===== config.mk =====
export PLATFORM = sky130hd
export DESIGN_NAME = mux2t1_64_arb_flat
export DESIGN_NICKNAME = d
export VERILOG_FILES = /design/src/rtl/mux2t1_64_arb_pkg.sv /design/src/rtl/mux2t1_64_arb_if.sv /design/src/rtl/mux2t1_64_arb_rr_grant_fsm.sv /design/src/rtl/mux2t1_64_arb.sv /design/src/flat_wrapper.sv
export SDC_FILE = /design/constraint.sdc
export NUM_CORES = 1
export LEC_CHECK = 0
export CAP_MARGIN = 20
export CORE_ASPECT_RATIO = 1.4
export CORE_UTILIZATION = 34
export DETAILED_ROUTE_END_ITERATION = 8
export GPL_TIMING_DRIVEN = 0
export HOLD_SLACK_MARGIN = 0.03
export PLACE_DENSITY = 0.78
export SETUP_SLACK_MARGIN = 0.02
export SLEW_MARGIN = 20
export SYNTH_ARGS = -nofsm -noshare
export SYNTH_HDL_FRONTEND = slang
export SYNTH_SLANG_ARGS = --single-unit

===== constraint.sdc =====
create_clock -name clk -period 2.22 [get_ports clk]
set_clock_uncertainty 0.1 [all_clocks]
set_input_delay 0.666 -clock clk [delete_from_list [all_inputs] [get_ports clk]]
set_output_delay 0.666 -clock clk [all_outputs]
set_load 0.02 [all_outputs]

===== src/rtl/mux2t1_64_arb_pkg.sv =====
// Shared types for the two-requester 64-bit round-robin arbiter.
// Holds the grant FSM state encoding, the default width and the idle pick rule.
package mux2t1_64_arb_pkg;

   localparam int WIDTH_DEFAULT = 64;

   typedef enum logic [1:0] {
      IDLE = 2'b00,
      OWN0 = 2'b01,
      OWN1 = 2'b10
   } state_e;

   // Idle arbitration: requester 1 wins when it is alone or holds priority.
   function automatic logic idle_pick1(
      input logic v0,
      input logic v1,
      input logic prio
   );
      return v1 & (~v0 | prio);
   endfunction

endpackage


===== src/rtl/mux2t1_64_arb_if.sv =====
// Channel bundle: two producer valid/ready/last/data ports plus one consumer port.
// master = producers and consumer side, slave = arbiter side.
interface mux2t1_64_arb_if
   import mux2t1_64_arb_pkg::*;
#(
   parameter int WIDTH = WIDTH_DEFAULT
);

   logic             req0_valid;
   logic [WIDTH-1:0] req0_data;
   logic             req0_last;
   logic             req0_ready;

   logic             req1_valid;
   logic [WIDTH-1:0] req1_data;
   logic             req1_last;
   logic             req1_ready;

   logic             o_valid;
   logic [WIDTH-1:0] o_data;
   logic             o_src;
   logic             o_last;
   logic             o_ready;

   modport master (
      output req0_valid, req0_data, req0_last,
      input  req0_ready,
      output req1_valid, req1_data, req1_last,
      input  req1_ready,
      input  o_valid, o_data, o_src, o_last,
      output o_ready
   );

   modport slave (
      input  req0_valid, req0_data, req0_last,
      output req0_ready,
      input  req1_valid, req1_data, req1_last,
      output req1_ready,
      output o_valid, o_data, o_src, o_last,
      input  o_ready
   );

endinterface


===== src/rtl/mux2t1_64_arb_rr_grant_fsm.sv =====
// rr_grant_fsm: round-robin grant with burst ownership for two requesters.
// In: clk, rst_n, req0/1 valid+last, can_load. Out: grant0, grant1.
module rr_grant_fsm
   import mux2t1_64_arb_pkg::*;
(
   input  logic clk,
   input  logic rst_n,
   input  logic req0_valid,
   input  logic req0_last,
   input  logic req1_valid,
   input  logic req1_last,
   input  logic can_load,
   output logic grant0,
   output logic grant1
);

   state_e state_q, state_d;
   logic   prio_q, prio_d;
   logic   acc0, acc1;

   always_ff @(posedge clk or negedge rst_n) begin
      if (!rst_n) begin
         state_q <= IDLE;
         prio_q  <= 1'b0;
      end else begin
         state_q <= state_d;
         prio_q  <= prio_d;
      end
   end

   // Last beat hands priority to the other side.
   always_comb begin
      acc0    = req0_valid & grant0 & can_load;
      acc1    = req1_valid & grant1 & can_load;
      state_d = state_q;
      prio_d  = prio_q;
      unique case (1'b1)
         acc0: begin
            state_d = req0_last ? IDLE : OWN0;
            if (req0_last) prio_d = 1'b1;
         end
         acc1: begin
            state_d = req1_last ? IDLE : OWN1;
            if (req1_last) prio_d = 1'b0;
         end
         default: ;
      endcase
   end

   // An owner keeps the grant even while its valid is low.
   always_comb begin
      grant0 = 1'b0;
      grant1 = 1'b0;
      unique case (state_q)
         OWN0: grant0 = 1'b1;
         OWN1: grant1 = 1'b1;
         default: begin
            grant1 = idle_pick1(req0_valid, req1_valid, prio_q);
            grant0 = req0_valid & ~grant1;
         end
      endcase
   end

endmodule


===== src/rtl/mux2t1_64_arb.sv =====
// mux2t1_64_arb: shares one registered WIDTH-bit channel between two producers.
// Ports: clk, rst_n (async, low), bus (slave): req0/1 handshakes in, o_* out.
module mux2t1_64_arb
   import mux2t1_64_arb_pkg::*;
#(
   parameter int WIDTH = WIDTH_DEFAULT
)(
   input  logic               clk,
   input  logic               rst_n,
   mux2t1_64_arb_if.slave     bus
);

   logic             can_load;
   logic             grant0, grant1;
   logic             acc0, acc1;
   logic [WIDTH-1:0] sel_data;
   logic             sel_last;

   logic             o_valid_q, o_valid_d;
   logic [WIDTH-1:0] o_data_q, o_data_d;
   logic             o_src_q, o_src_d;
   logic             o_last_q, o_last_d;

   // Output slot is free or drains this cycle.
   assign can_load = ~o_valid_q | bus.o_ready;

   assign bus.req0_ready = can_load & grant0 & rst_n;
   assign bus.req1_ready = can_load & grant1 & rst_n;

   assign acc0 = bus.req0_valid & bus.req0_ready;
   assign acc1 = bus.req1_valid & bus.req1_ready;

   rr_grant_fsm u_fsm (
      .clk        (clk),
      .rst_n      (rst_n),
      .req0_valid (bus.req0_valid),
      .req0_last  (bus.req0_last),
      .req1_valid (bus.req1_valid),
      .req1_last  (bus.req1_last),
      .can_load   (can_load),
      .grant0     (grant0),
      .grant1     (grant1)
   );

   assign sel_data = grant1 ? bus.req1_data : bus.req0_data;
   assign sel_last = grant1 ? bus.req1_last : bus.req0_last;

   always_comb begin
      o_valid_d = o_valid_q;
      o_data_d  = o_data_q;
      o_src_d   = o_src_q;
      o_last_d  = o_last_q;
      if (acc0 | acc1) begin
         o_valid_d = 1'b1;
         o_data_d  = sel_data;
         o_src_d   = grant1;
         o_last_d  = sel_last;
      end else if (bus.o_ready) begin
         o_valid_d = 1'b0;
      end
   end

   always_ff @(posedge clk or negedge rst_n) begin
      if (!rst_n) begin
         o_valid_q <= 1'b0;
         o_data_q  <= '0;
         o_src_q   <= 1'b0;
         o_last_q  <= 1'b0;
      end else begin
         o_valid_q <= o_valid_d;
         o_data_q  <= o_data_d;
         o_src_q   <= o_src_d;
         o_last_q  <= o_last_d;
      end
   end

   assign bus.o_valid = o_valid_q;
   assign bus.o_data  = o_data_q;
   assign bus.o_src   = o_src_q;
   assign bus.o_last  = o_last_q;

endmodule


===== src/flat_wrapper.sv =====
// flat-port wrapper written by rule: the top's interface ports become plain ports
module mux2t1_64_arb_flat import mux2t1_64_arb_pkg::*;
#(
   parameter int WIDTH = WIDTH_DEFAULT
)
  (clk, rst_n, bus_req0_valid, bus_req0_data, bus_req0_last, bus_req0_ready, bus_req1_valid, bus_req1_data, bus_req1_last, bus_req1_ready, bus_o_valid, bus_o_data, bus_o_src, bus_o_last, bus_o_ready);
  mux2t1_64_arb_if #(.WIDTH(WIDTH)) bus_i ();
  input  logic clk;
  input  logic rst_n;
  input wire logic [$bits(bus_i.req0_valid)-1:0] bus_req0_valid;
  input wire logic [$bits(bus_i.req0_data)-1:0] bus_req0_data;
  input wire logic [$bits(bus_i.req0_last)-1:0] bus_req0_last;
  output wire logic [$bits(bus_i.req0_ready)-1:0] bus_req0_ready;
  input wire logic [$bits(bus_i.req1_valid)-1:0] bus_req1_valid;
  input wire logic [$bits(bus_i.req1_data)-1:0] bus_req1_data;
  input wire logic [$bits(bus_i.req1_last)-1:0] bus_req1_last;
  output wire logic [$bits(bus_i.req1_ready)-1:0] bus_req1_ready;
  output wire logic [$bits(bus_i.o_valid)-1:0] bus_o_valid;
  output wire logic [$bits(bus_i.o_data)-1:0] bus_o_data;
  output wire logic [$bits(bus_i.o_src)-1:0] bus_o_src;
  output wire logic [$bits(bus_i.o_last)-1:0] bus_o_last;
  input wire logic [$bits(bus_i.o_ready)-1:0] bus_o_ready;
  assign bus_i.req0_valid = bus_req0_valid;
  assign bus_i.req0_data = bus_req0_data;
  assign bus_i.req0_last = bus_req0_last;
  assign bus_req0_ready = bus_i.req0_ready;
  assign bus_i.req1_valid = bus_req1_valid;
  assign bus_i.req1_data = bus_req1_data;
  assign bus_i.req1_last = bus_req1_last;
  assign bus_req1_ready = bus_i.req1_ready;
  assign bus_o_valid = bus_i.o_valid;
  assign bus_o_data = bus_i.o_data;
  assign bus_o_src = bus_i.o_src;
  assign bus_o_last = bus_i.o_last;
  assign bus_i.o_ready = bus_o_ready;
  mux2t1_64_arb #(.WIDTH(WIDTH)) u_core (.clk(clk), .rst_n(rst_n), .bus(bus_i));
endmodule

# [Word-level counts from Yosys, hierarchy flattened]
# Index checks and enable logic that the tools add are counted.
[totals] register_bits=70 input_bits=135 output_inout_bits=69 word_cells=43
[op_classes] n_eq_ne=4 muxes=12 bitwise=18 reduce_logical=3
[ops] operator="two-way mux 64 bit" n=1
[ops] operator="bitwise AND 1 bit" n=12
[ops] operator="two-way mux 1 bit" n=6
[ops] operator="case mux 1 bit (2 select lines)" n=3
[ops] operator="!= test 2 bit, second input constant" n=2
[ops] operator="case mux 2 bit (2 select lines)" n=1
[ops] operator="nonzero test 2 bit" n=2
[ops] operator="NOT 1 bit" n=3
[ops] operator="OR 1 bit" n=3
[ops] operator="AND reduction 3 bit" n=1
[ops] operator="equality test 2 x 1 -> 1 bit, second input constant" n=1
[ops] operator="equality test 2 bit, second input constant" n=1
[ops] operator="two-way mux 2 bit" n=1

# [Longest topological paths before layout]
# Gate-level depths: netlist (run 1).
[logic_depth] depth_word=11 depth_mapped=9 ltp_nobuf=6

# [By module]
# From an unflattened synthesis (run 1), not the netlist that was laid out.
[unflattened] hier_cells=247 hier_area_um2=3776.1
[modules_own_cells] module="mux2t1_64_arb" instances=1 cells_each=220 area_per_inst_um2=3532.1 seq_area_each_um2=1676.6
[modules_own_cells] module="rr_grant_fsm" instances=1 cells_each=27 area_per_inst_um2=244.0 seq_area_each_um2=75.1

# [Worst setup path after synthesis (run 1)]
# No wires, ideal clock.
[synth_path] path_type="register to output" from="reg u_core.u_fsm.state_q[0]" to="out bus_req1_ready" t_arrival_ns=1.701 t_required_ns=1.454 setup_slack_ns=-0.247 path_stages_with_launch=9 path_buffers=3 cell_sequence="dfrtp_1 inv_1 ha_1 buf_2 nand2_1 o22ai_2 buf_6 buf_6 nor2b_1"
[synth_via] elab_chain_cells=4 elab_cells_between_ends=5 cone_classes="eq/ne: 2; mux: 1; bitwise: 2"
[synth_lines] element="start: declaration" line_no="mux2t1_64_arb_rr_grant_fsm.sv:17" source="state_e state_q, state_d;"
[synth_lines] element="start signal: assignment" line_no="mux2t1_64_arb_rr_grant_fsm.sv:26" source="state_q <= state_d;"
[synth_lines] element="equality test 2 bit or equality test 2 x 1 -> 1 bit (tied branches)" line_no="mux2t1_64_arb_rr_grant_fsm.sv:54" source="unique case (state_q)"
[synth_lines] element="case mux 1 bit (2 select lines) (*)" line_no="mux2t1_64_arb_rr_grant_fsm.sv:54"
[synth_lines] element="bitwise AND 1 bit (*) (2 in a row)" line_no="mux2t1_64_arb.sv:28" source="assign bus.req1_ready = can_load & grant1 & rst_n;"
[synth_lines] element="end: declaration" line_no="flat_wrapper.sv:17" source="output wire logic [$bits(bus_i.req1_ready)-1:0] bus_req1_ready;"
# Every way passes the cells marked *; elsewhere a longest branch is shown, timed or not.

# [Final worst setup path (run 1)]
[layout_path] from="in bus_req0_valid" to="out bus_req1_ready"
[layout_via] elab_chain_cells=6
[layout_lines] element="start: declaration" line_no="flat_wrapper.sv:10" source="input wire logic [$bits(bus_i.req0_valid)-1:0] bus_req0_valid;"
[layout_lines] element="NOT 1 bit" line_no="mux2t1_64_arb_pkg.sv:19" source="return v1 & (~v0 | prio);"
[layout_lines] element="OR 1 bit" line_no="mux2t1_64_arb_pkg.sv:19"
[layout_lines] element="bitwise AND 1 bit" line_no="mux2t1_64_arb_pkg.sv:19"
[layout_lines] element="case mux 1 bit (2 select lines)" line_no="mux2t1_64_arb_rr_grant_fsm.sv:54"
[layout_lines] element="bitwise AND 1 bit (2 in a row)" line_no="mux2t1_64_arb.sv:28"
# Every way passes these cells.

==> impl_metrics.toml, run 1 <==
[run_status]
status = "complete, but fails checks"
violations = "setup timing"

[clocking]
clock_sinks = 70
clk_pin_slew_ns = 0.05
clk_latency_ns = 0.32
clock_path_buffers = 2
htreeDepth = 3
cts_tree = "yes"
hold_buffers = 0
cts_buffers = 9
clockRootBuffer = "clkbuf_16"

[synthesis]
yosysTopAreaCellShare_pct = 52.6
synth_largest_area_cell = "dfrtp_1"
synthArstFlopShare_pct = 100
yosysSeqAreaShare_pct = 52.6
synth_nets = 455
ys_warn_count = 0
syn_area_um2 = 3330
synth_cell_types = 26
synthTopCellsByArea = "dfrtp_1 53%, mux2i_1 20%, o21ai_1 9.8%, nand2_1 7.9%, buf_2 1.7%"
ys_ff_latch = 70
synthCells = 318
synth-edff-count = 0
postSynthAreaPerCell_um2 = 10.5
synth_ff_type = "dfrtp_1"

[grt]
grt_max_degree = 38
grt_pass1_vias = 3327
antenna_found_initial = 0
grt_use_total_pct = 20.3
overflow = 0
grt_use_met2_pct = 38.5
top_usage_layer = "met2"
met3_usage_pct = 5.75
grt_pass1_wl_mm = 16.1
use_met1_pct = 21.5

[timing]
layout_setup_ws_ns = -0.241
finalSetupViolations = 4
period_share_pct = 111
slew_viol_final = 0
hold_violations = 0
max_clock_freq_ghz = 0.406
slew_headroom_pct = 68.8
rsz0062_at_grt = "true"
worst_slew_pin_slew_ns = 0.466
min_period_ns = 2.46

[route]
drt-initial-drc-count = 80
num_vias = 3177
via_per_inst = 4.87
wl_per_cell_um = 15.2
postRouteWirelength_mm = 9.92
antenna_left = 0
first_pass_iters = 4
route.detailed.drc = 0

[worst_setup_path]
cp_max_fo = 6
criticalPathCategory = "in -> out"
cp-end-kind = "output port"
critPathMaxStageDelay_ns = 0.30
crit_arrival_ns = 1.70
reg2reg_from = "u_core.u_fsm.state_q[1]$_DFFE_PN0P_"
cp_cell_sequence = "dlygate4sd2_1 -> nor2b_2 -> o22ai_4 -> buf_8 -> nor2b_4 -> buf_6"
startpoint_type = "input port"
critPathBufInv = 3
cp-startpoint = "bus_req0_valid"
critPathSlowestCell = "dlygate4sd2_1"
crit_required_ns = 1.45
r2r_setup_slack_ns = 0
crit_family = "buffers and inverters"

[die]
fp.coreArea_um2 = 9460
pin_count = 204
die_area_um2 = 10200
rows = 42
die_w_um = 85.6
die_h_um = 119
start_util_pct = 35.2

[final_layout]
fin_nets = 676
final_util_pct = 62.4
design_area_um2 = 5900
syn2layout_area_growth_pct = 77.3
diodes = 0
final_layout_size_suffix_gt1_share_pct = 10.1

[pwr]
ir_drop_v = 0.000548
power_density_nw_per_um2 = 1400
p_leak_nw = 2.55

[placement]
dpl_cell_area_um2 = 5550
port_buffers = 203
gp_congestion = 0.741
hpwl_mm = 7.87

[hold_path]
hp-class = "in -> async"

[job]
maxCapViolCount = 0
==> worst paths after layout <==
path,endpoint,cells past startpoint
worst max-delay path,bus_req1_ready,6
worst min register to register,u_core.bus.o_data[31]$_DFFE_PN0P_,2
worst max register to register,u_core.bus.o_data[55]$_DFFE_PN0P_,9
worst min-delay path,u_core.bus.o_data[25]$_DFFE_PN0P_,1
min in group clk,u_core.bus.o_data[31]$_DFFE_PN0P_,2
max in group asynchronous,u_core.bus.o_data[36]$_DFFE_PN0P_,2
==> cell type report <==
cell class / count / area [um^2]
sequential: 70 / 1750
fill: 815 / 3560
tap: 110 / 138
multi-input combinational: 223 / 1470
clock buffer: 13 / 270
buffer: 20 / 130
clock inverter: 1 / 5.00
timing repair buffer: 212 / 2130
inverter: 3 / 11.3
==> where the power goes <==
part	total (W)	internal, W	leakage [nW]	switching, W
logic	0.00471	0.00229	1.55	0.00242
registers	0.00221	0.00189	0.866	0.000313
clock network	0.00132	0.000833	0.138	0.000490
==> layout by cell type (no fill, tap or decap), types with 2 or more instances in the layout <==
cell / n
clkdlybuf4s50_1: 198
dfrtp_1: 70
nand2_1: 68
mux2i_1: 66
o21ai_1: 65
buf_4: 12
buf_2: 10
clkbuf_16: 9
clkbuf_2: 4
buf_6: 3
clkbuf_8: 3
inv_1: 2
nand3_1: 2
a21oi_1: 2
dlygate4sd2_1: 2
==> cell families (layout without fill, tap and decap cells) <==
family | after synthesis | after routing | synth area share [%]
adders and majority gates | 2 | 2 | 0.752
and+or+nand+nor | 78 | 78 | 9.25
DFF | 70 | 70 | 52.6
buffers and inverters | 25 | 249 | 4.62
AOI/OAI and AO/OA | 76 | 76 | 12.6
muxes | 67 | 67 | 20.2
==> per-layer routing <==
| metal | routed length, um | share of wire [%] |
|---|---|---|
| met4 | 138 | 1.4 |
| met3 | 596 | 6.0 |
| met5 | 0 | 0 |
| met1 | 3670 | 37 |
| met2 | 5510 | 56 |
==> flip-flops by register name, indices dropped and copies added (netlist names) <==
register / cells
u_core.u_fsm.state_q: 2
u_core.bus.o_data: 64
u_core.bus.o_src: 1
u_core.bus.o_valid: 1
u_core.bus.o_last: 1
u_core.u_fsm.prio_q: 1
==> cell usage after synthesis (all sizes together) (2+ instances only) <==
cell type,instances
a21oi,2
nor2b,2
nand3,2
dfrtp,70
o21ai,66
clkbuf,4
nand2b,2
mux2i,66
ha,2
inv,3
nand2,70
buf,18
==> metrics by stage <==
step | power, W | hold WS [ns] | setup TNS, ns | cells | worst slack (ns)
floorplan | 0.00490 | 0.270 | -0.0515 | 318 | -0.0515
global placement | 0.00675 | 0.369 | -342.05 | 631 | -3.34
detailed placement | 0.00689 | 0.374 | -35.03 | 632 | -1.31
CTS | 0.00839 | 0.110 | -0.634 | 652 | -0.345
global route | 0.00877 | 0.0784 | -5.88 | 652 | -0.300
finish | 0.00824 | 0.0799 | -0.385 | 652 | -0.241
==> what timing repair did <==
item / in CTS / in global routing
buffers inserted: 6 / 2
resized for setup: 23 / 2
gates cloned: 0 / 0
endpoints found under the setup margin: 69 / 69
pin swaps: 2 / 2
Note: power is estimated with default switching activity, not from simulation.
==> run 2, diff against run 1 <==
Settings changed: CTS_CLUSTER_SIZE set to 40, HOLD_SLACK_MARGIN 0.03 to unset.
==> results of run 2 <==
Final layout, timing and power as in run 1 (identical DEF).
